`config.mk`:
```
export PLATFORM = sky130hd
export DESIGN_NAME = fetch_ctrl_flat
export DESIGN_NICKNAME = d
export VERILOG_FILES = /design/src/rtl/fetch_ctrl_if.sv /design/src/rtl/fetch_ctrl.sv /design/src/flat_wrapper.sv
export SDC_FILE = /design/constraint.sdc
export NUM_CORES = 1
export LEC_CHECK = 0
export BUFFER_PORTS_ARGS = -buffer_cell sky130_fd_sc_hd__clkbuf_2
export CAP_MARGIN = 0
export CORE_MARGIN = 2
export CORE_UTILIZATION = 47
export DETAILED_ROUTE_END_ITERATION = 7
export PLACE_DENSITY = 0.72
export SYNTH_ARGS = -nofsm -noshare
export SYNTH_HDL_FRONTEND = slang
export SYNTH_SLANG_ARGS = --single-unit
```
`constraint.sdc`:
```
create_clock -name clk -period 2.1 [get_ports clk]
set_input_delay 0.105 -clock clk [delete_from_list [all_inputs] [get_ports clk]]
set_output_delay 0.105 -clock clk [all_outputs]
set_load 0.005 [all_outputs]
```
`src/rtl/fetch_ctrl_if.sv`:
```
`default_nettype none
// ============================================================================
// Module      : fetch_ctrl_if
// Description : Bundle of the fetch sequencer's control, memory and status
//               signals.
//               master : fetch_ctrl side (drives PC/IR/status outputs)
//               slave  : decode/execute + instruction memory side
//               Control in : start, stall, halt_req, branch_en, branch_rel,
//                            branch_target
//               Memory     : instr_addr (out), instr_in (in)
//               Status out : instr_out, fetched_pc, instr_valid, done,
//                            wrapped, cycle_count
// Revision    : 1.0 - initial release
// ============================================================================
interface fetch_ctrl_if #(
  parameter int PC_W        = 8,
  parameter int INSTR_WIDTH = 9
);
  logic                   start;
  logic                   stall;
  logic                   halt_req;
  logic                   branch_en;
  logic                   branch_rel;
  logic [PC_W-1:0]        branch_target;
  logic [PC_W-1:0]        instr_addr;
  logic [INSTR_WIDTH-1:0] instr_in;
  logic [INSTR_WIDTH-1:0] instr_out;
  logic [PC_W-1:0]        fetched_pc;
  logic                   instr_valid;
  logic                   done;
  logic                   wrapped;
  logic [15:0]            cycle_count;

  modport master (
    input  start, stall, halt_req, branch_en, branch_rel, branch_target,
    input  instr_in,
    output instr_addr, instr_out, fetched_pc, instr_valid, done, wrapped,
    output cycle_count
  );

  modport slave (
    output start, stall, halt_req, branch_en, branch_rel, branch_target,
    output instr_in,
    input  instr_addr, instr_out, fetched_pc, instr_valid, done, wrapped,
    input  cycle_count
  );
endinterface
`default_nettype wire

```
`src/rtl/fetch_ctrl.sv`:
```
`default_nettype none
// ============================================================================
// Module      : fetch_ctrl
// Description : Instruction-fetch sequencer. Owns the program counter, drives
//               the combinational-read instruction memory address and
//               registers the returned word into the instruction register.
//               Supports start/halt, stalls, absolute/relative branches with
//               a one-slot squash, and PC wrap-around detection.
//               Ports: clk   - rising-edge clock
//                      reset - synchronous, active-high
//                      bus   - fetch_ctrl_if.master (control, memory, status)
// Revision    : 1.0 - initial release
// ============================================================================
module fetch_ctrl #(
  parameter int ROM_SIZE    = 256,
  parameter int INSTR_WIDTH = 9,
  parameter int START_ADDR  = 0
) (
  input  wire logic     clk,
  input  wire logic     reset,
  fetch_ctrl_if.master  bus
);

  localparam int              PC_W     = $clog2(ROM_SIZE);
  localparam logic [PC_W-1:0] PC_START = PC_W'(START_ADDR);
  localparam logic [PC_W-1:0] PC_LAST  = PC_W'(ROM_SIZE - 1);
  localparam logic [15:0]     CNT_MAX  = 16'hFFFF;

  typedef enum logic [1:0] {
    S_IDLE   = 2'd0,
    S_RUN    = 2'd1,
    S_HALTED = 2'd2
  } state_t;

  state_t                 state_q,   state_d;
  logic [PC_W-1:0]        pc_q,      pc_d;
  logic [INSTR_WIDTH-1:0] ir_q,      ir_d;
  logic [PC_W-1:0]        fpc_q,     fpc_d;
  logic                   valid_q,   valid_d;
  logic                   done_q,    done_d;
  logic                   wrapped_q, wrapped_d;
  logic [15:0]            cnt_q,     cnt_d;

  always_ff @(posedge clk) begin
    if (reset) begin
      state_q   <= S_IDLE;
      pc_q      <= PC_START;
      ir_q      <= '0;
      fpc_q     <= '0;
      valid_q   <= 1'b0;
      done_q    <= 1'b0;
      wrapped_q <= 1'b0;
      cnt_q     <= '0;
    end else begin
      state_q   <= state_d;
      pc_q      <= pc_d;
      ir_q      <= ir_d;
      fpc_q     <= fpc_d;
      valid_q   <= valid_d;
      done_q    <= done_d;
      wrapped_q <= wrapped_d;
      cnt_q     <= cnt_d;
    end
  end

  always_comb begin
    state_d   = state_q;
    pc_d      = pc_q;
    ir_d      = ir_q;
    fpc_d     = fpc_q;
    valid_d   = valid_q;
    done_d    = done_q;
    wrapped_d = wrapped_q;
    cnt_d     = cnt_q;

    case (state_q)
      S_IDLE, S_HALTED: begin
        if (bus.start) begin
          state_d   = S_RUN;
          pc_d      = PC_START;
          cnt_d     = '0;
          wrapped_d = 1'b0;
          done_d    = 1'b0;
          valid_d   = 1'b0;
        end
      end

      S_RUN: begin
        // Every RUN cycle counts, including stalled and halting ones.
        if (cnt_q != CNT_MAX) begin
          cnt_d = cnt_q + 16'd1;
        end

        if (bus.halt_req) begin
          state_d = S_HALTED;
          valid_d = 1'b0;
          done_d  = 1'b1;
        end else if (bus.stall) begin
          // Everything holds.
        end else if (bus.branch_en && valid_q) begin
          // Relative target is PC_W-bit modular add, so the offset's sign
          // extension is implicit. The word on instr_in this cycle is
          // discarded (one-slot squash); IR keeps its old contents.
          pc_d    = bus.branch_rel ? (fpc_q + bus.branch_target)
                                   : bus.branch_target;
          valid_d = 1'b0;
        end else begin
          ir_d    = bus.instr_in;
          fpc_d   = pc_q;
          valid_d = 1'b1;
          if (pc_q == PC_LAST) begin
            pc_d      = '0;
            wrapped_d = 1'b1;
          end else begin
            pc_d = pc_q + 1'b1;
          end
        end
      end

      default: begin
        state_d = S_IDLE;
      end
    endcase
  end

  assign bus.instr_addr  = pc_q;
  assign bus.instr_out   = ir_q;
  assign bus.fetched_pc  = fpc_q;
  assign bus.instr_valid = valid_q;
  assign bus.done        = done_q;
  assign bus.wrapped     = wrapped_q;
  assign bus.cycle_count = cnt_q;

endmodule
`default_nettype wire

```
`src/flat_wrapper.sv`:
```
// flat-port wrapper written by rule: the top's interface ports become plain ports
module fetch_ctrl_flat 
#(
  parameter int ROM_SIZE    = 256,
  parameter int INSTR_WIDTH = 9,
  parameter int START_ADDR  = 0
)
  (clk, reset, bus_start, bus_stall, bus_halt_req, bus_branch_en, bus_branch_rel, bus_branch_target, bus_instr_in, bus_instr_addr, bus_instr_out, bus_fetched_pc, bus_instr_valid, bus_done, bus_wrapped, bus_cycle_count);
  fetch_ctrl_if #(.PC_W(8), .INSTR_WIDTH(INSTR_WIDTH)) bus_i ();
  input  wire logic clk;
  input  wire logic reset;
  input wire logic [$bits(bus_i.start)-1:0] bus_start;
  input wire logic [$bits(bus_i.stall)-1:0] bus_stall;
  input wire logic [$bits(bus_i.halt_req)-1:0] bus_halt_req;
  input wire logic [$bits(bus_i.branch_en)-1:0] bus_branch_en;
  input wire logic [$bits(bus_i.branch_rel)-1:0] bus_branch_rel;
  input wire logic [$bits(bus_i.branch_target)-1:0] bus_branch_target;
  input wire logic [$bits(bus_i.instr_in)-1:0] bus_instr_in;
  output wire logic [$bits(bus_i.instr_addr)-1:0] bus_instr_addr;
  output wire logic [$bits(bus_i.instr_out)-1:0] bus_instr_out;
  output wire logic [$bits(bus_i.fetched_pc)-1:0] bus_fetched_pc;
  output wire logic [$bits(bus_i.instr_valid)-1:0] bus_instr_valid;
  output wire logic [$bits(bus_i.done)-1:0] bus_done;
  output wire logic [$bits(bus_i.wrapped)-1:0] bus_wrapped;
  output wire logic [$bits(bus_i.cycle_count)-1:0] bus_cycle_count;
  assign bus_i.start = bus_start;
  assign bus_i.stall = bus_stall;
  assign bus_i.halt_req = bus_halt_req;
  assign bus_i.branch_en = bus_branch_en;
  assign bus_i.branch_rel = bus_branch_rel;
  assign bus_i.branch_target = bus_branch_target;
  assign bus_i.instr_in = bus_instr_in;
  assign bus_instr_addr = bus_i.instr_addr;
  assign bus_instr_out = bus_i.instr_out;
  assign bus_fetched_pc = bus_i.fetched_pc;
  assign bus_instr_valid = bus_i.instr_valid;
  assign bus_done = bus_i.done;
  assign bus_wrapped = bus_i.wrapped;
  assign bus_cycle_count = bus_i.cycle_count;
  fetch_ctrl #(.ROM_SIZE(ROM_SIZE), .INSTR_WIDTH(INSTR_WIDTH), .START_ADDR(START_ADDR)) u_core (.clk(clk), .reset(reset), .bus(bus_i));
endmodule
```
==> flow_metrics.py <==
metrics = {
    "outcome": {
        "run_status": "finished clean",
    },
    "layout": {
        "utilization_pct": 59.4,
        "drive_above_1_share_pct": 26.1,
        "nets": 404,
        "signed_area_change_from_the_synthesized_netlist_to_the_final_layout_pct": 21.2,
        "diodes": 0,
        "num-fill-cells": 515,
    },
    "worst_setup_path": {
        "cp_max_fo": 3,
        "cp_data_required_time_ps": 2340,
        "setup.worst_path.class": "reg2reg",
        "reg2reg_setup_slack_ps": 40,
        "crit_path_from": "u_core.bus.fetched_pc[0]$_SDFFE_PP0P_",
        "critPathMaxStageDelay_ps": 380,
        "worst_r2r_startpoint": "u_core.bus.fetched_pc[0]$_SDFFE_PP0P_",
        "cp.arrival_ps": 2300,
        "timing.critical_path.from_type": "flop",
        "cp-end-kind": "flop",
        "crit_path_top_delay_cell": "fa_2",
        "timing.critical_path.cells": "ha_4 -> fa_2 -> a211o_1 -> a2111o_1 -> o211ai_1 -> a221oi_1 -> a21oi_1",
    },
    "place": {
        "numPortBuffers": 67,
        "dp_hpwl_mm": 4.71,
        "finalWeightedCongestion": 0.924,
    },
    "run": {
        "max-cap-violations": 0,
    },
    "floorplan": {
        "top_level_ports": 68,
        "core_area_um2": 5140,
        "std_cell_rows": 26,
        "die-width_um": 77.2,
        "start_util_pct": 49.0,
        "die-height_um": 77.2,
        "design.die.area_um2": 5960,
    },
    "synth": {
        "synth_compound_gate_area_share_pct": 21.7,
        "synth.yosys.seq_area_share_pct": 36.5,
        "asyncSetResetFlopFracSynth_pct": 0,
        "synthesis.nets": 336,
        "yosys.area_share.xor_xnor_pct": 4.52,
        "netlist_instances": 302,
        "ys_seq_elements": 46,
        "synth_top_cells_by_area": "dfxtp_1 37%, nand2_1 7.7%, a21oi_1 6.6%",
        "synth-main-ff-cell": "dfxtp_1",
        "synth-edff-count": 0,
        "yosys_warnings": 0,
        "synth_cell_type_count": 56,
        "yosys.area.top_type_share_pct": 36.5,
        "syn-mean-instance-area_um2": 8.34,
        "synth_largest_area_cell": "dfxtp_1",
        "synth.mux.area_fraction_pct": 1.19,
        "largest_family_of_logic_cells_by_synthesized_area": "simple AND/OR/NAND/NOR gates",
        "post_synth_instance_area_um2": 2520,
        "yosys.area_share.adder_pct": 5.26,
        "synthSimpleGateAreaFrac_pct": 27.3,
    },
    "pwr": {
        "clkPwrFrac_pct": 37.4,
        "seq_power_share_pct": 53.0,
        "ir_drop_uv": 265,
        "combinationalPowerShare_pct": 9.6,
        "power_density_nw_per_um2": 550,
        "internal-power_mw": 1.28,
        "static-leakage-power_nw": 1.27,
        "switching_share_pct": 24.0,
        "power.net_switching_uw": 403,
    },
    "clocking": {
        "clkLatencyLatePin_ps": 300,
        "tritoncts.num_buffers": 5,
        "clk_transition_reported_paths_ps": 80,
        "clock_tree.root_cell": "clkbuf_8",
        "hold_fix_buffers_cts": 0,
        "clock_tree.buffer_depth": 2,
        "htree_levels": 2,
        "cts_tree": "done",
        "cts.sink_count": 46,
    },
    "sta": {
        "clock-skew-final_ps": 5.28,
        "max_freq_mhz": 486,
        "period_needed_ps": 2060,
        "finalCritPeriodShare_pct": 98.0,
        "worst_slew_pin_tran_ps": 513,
        "setup_repair_after_global_routing_missed_its_margin": "true",
        "timing.slew.headroom_pct": 65.5,
        "timing_max_transition_violations_final": 0,
        "final_hold_violations": 0,
        "fin_worst_hold_slack_ps": 13.6,
        "final_setup_violation_count": 0,
    },
    "grt": {
        "number_of_global_route_vias_before_repair": 2126,
        "grt_usage_pct": 21.0,
        "initial_antenna_violation_count": 0,
        "globalRouteOverflowTotal": 0,
        "grt_max_degree": 30,
        "grt_pass1_wl_mm": 10.2,
    },
    "drt": {
        "detailedRoute.firstPassIterationCount": 4,
        "total_number_of_vias": 2447,
        "remaining_drc_errors": 0,
        "route.detailed.wl_per_inst_um": 14.5,
        "detailedRoute.firstIterationViolations": 139,
        "finalWirelength_mm": 6.42,
        "ant_nets": 0,
        "per_cell_via_count_in_the_routed_design": 5.55,
    },
    "min_path": {
        "timing.hold.worst.start": "bus_instr_in[5]",
        "holdCritPathClass": "in2reg",
    },
}
==> flip-flops by register name, indices dropped and copies added, names as in the netlist <==
register and count:
u_core.bus.done 1, u_core.bus.instr_out 9, u_core.bus.instr_addr 8, u_core.bus.fetched_pc 8
u_core.bus.instr_valid 1, u_core.bus.wrapped 1, u_core.bus.cycle_count 16, u_core.state_q 2
==> Yosys cell counts (all sizes together), types with 2 or more instances <==
library cell and number:
a211oi 3, dfxtp 46, ha 9, o211ai 8, nor2 22, mux2i 3, nor3 6, inv 5
and2b 2, o21bai 3, xnor2 5, nand2 52, o2111ai 6, a22oi 2, a31oi 3, nand2b 3
or4 5, o21ai 10, a221oi 3, o31ai 2, nor3b 2, xor2 8, and2 8, or3 5
buf 6, a21oi 33, nand3 8, clkbuf 7, and3 4, a21o 2, nand4 3, and4 3
nor4b 2
==> metal layers <==
layer	GRT usage, %	vias up	wire, um
li1	-	1240	-
met1	29.1	1124	3070
met2	32.5	75	2890
met3	4.94	8	376
met4	6.43	0	78
met5	0	-	0
==> path summary, 6_finish.rpt <==
path,endpoint,cells after the start
setup / recovery,u_core.bus.instr_addr[6]$_SDFFE_PP0P_,7
hold / removal,u_core.bus.instr_out[5]$_SDFFE_PP0P_,3
setup reg to reg,u_core.bus.instr_addr[6]$_SDFFE_PP0P_,7
hold reg to reg,u_core.bus.instr_out[5]$_SDFFE_PP0P_,2
==> what timing repair did <==
action                     in CTS  in global routing
gates resized for setup         1                  3
pin swaps                       0                  4
setup buffers                   0                  1
setup endpoints to repair       1                  1
==> logic make-up (layout without fill, tap and decap cells) <==
| logic type | after synthesis | in the layout |
|---|---|---|
| buffers and inverters | 18 | 87 |
| AO/OA/AOI/OAI | 83 | 83 |
| multiplexers | 3 | 3 |
| AND/OR/NAND/NOR | 129 | 129 |
| adder cells (fa/ha/maj) | 10 | 10 |
| flip-flops | 46 | 46 |
| XOR/XNOR | 13 | 13 |
==> critical path, delay by kind of cell, from the launching register on <==
kind / cells / cell delay [ps]
fa+ha+maj: 2 / 540
compound gates: 5 / 1100
flops: 1 / 350
==> stage by stage <==
step	power, mW	setup TNS [ps]	cell area [um2]	worst slack [ps]	std cells
after global placement	1.07	0	2920	28.7	432
after CTS	1.70	0	3030	22.9	440
after global routing	1.74	-50.3	3050	-50.3	441
after floorplan	1.01	0	2520	71.9	302
after detailed placement	1.07	-4.66	2920	-4.66	432
final	1.68	0	3050	41.5	441
==> cell type report <==
| cell class | instances | area, um2 | area share, % |
|---|---|---|---|
| multi-input cells | 238 | 1530 | 50.0 |
| flip-flops and latches | 46 | 922 | 30.2 |
| repair buffers | 74 | 388 | 12.7 |
| clock buffers | 8 | 110 | 3.61 |
| well taps | 70 | 87.6 | 2.87 |
| inverters | 5 | 18.8 | 0.615 |
==> cells in the final DEF (no fill, tap or decap), drive strengths merged, types with 2 or more instances in the layout <==
| cell | n |
|---|---|
| xor2 | 8 |
| nor3 | 6 |
| nor4b | 2 |
| dfxtp | 46 |
| ha | 9 |
| and2 | 8 |
| a31oi | 3 |
| a22oi | 2 |
| a21oi | 33 |
| o21bai | 3 |
| a21o | 2 |
| and4 | 3 |
| and3 | 4 |
| o211ai | 8 |
| nand2 | 52 |
| buf | 7 |
| nand3 | 8 |
| or4 | 5 |
| nand4 | 3 |
| o2111ai | 6 |
| a221oi | 3 |
| nor3b | 2 |
| inv | 5 |
| nand2b | 3 |
| nor2 | 22 |
| xnor2 | 5 |
| clkbuf | 75 |
| a211oi | 3 |
| and2b | 2 |
| or3 | 5 |
| o21ai | 10 |
| mux2i | 3 |
| o31ai | 2 |
==> power by group through the flow <==
| stage | Combinational [mW] | Sequential, mW | Clock (mW) |
|---|---|---|---|
| final | 0.161 | 0.891 | 0.628 |
| after global routing | 0.180 | 0.893 | 0.669 |
| after CTS | 0.160 | 0.891 | 0.644 |
| after detailed placement | 0.159 | 0.912 | 0 |
| after global placement | 0.158 | 0.911 | 0 |
| after floorplan | 0.0999 | 0.911 | 0 |
(Power assumes the default switching activity.)
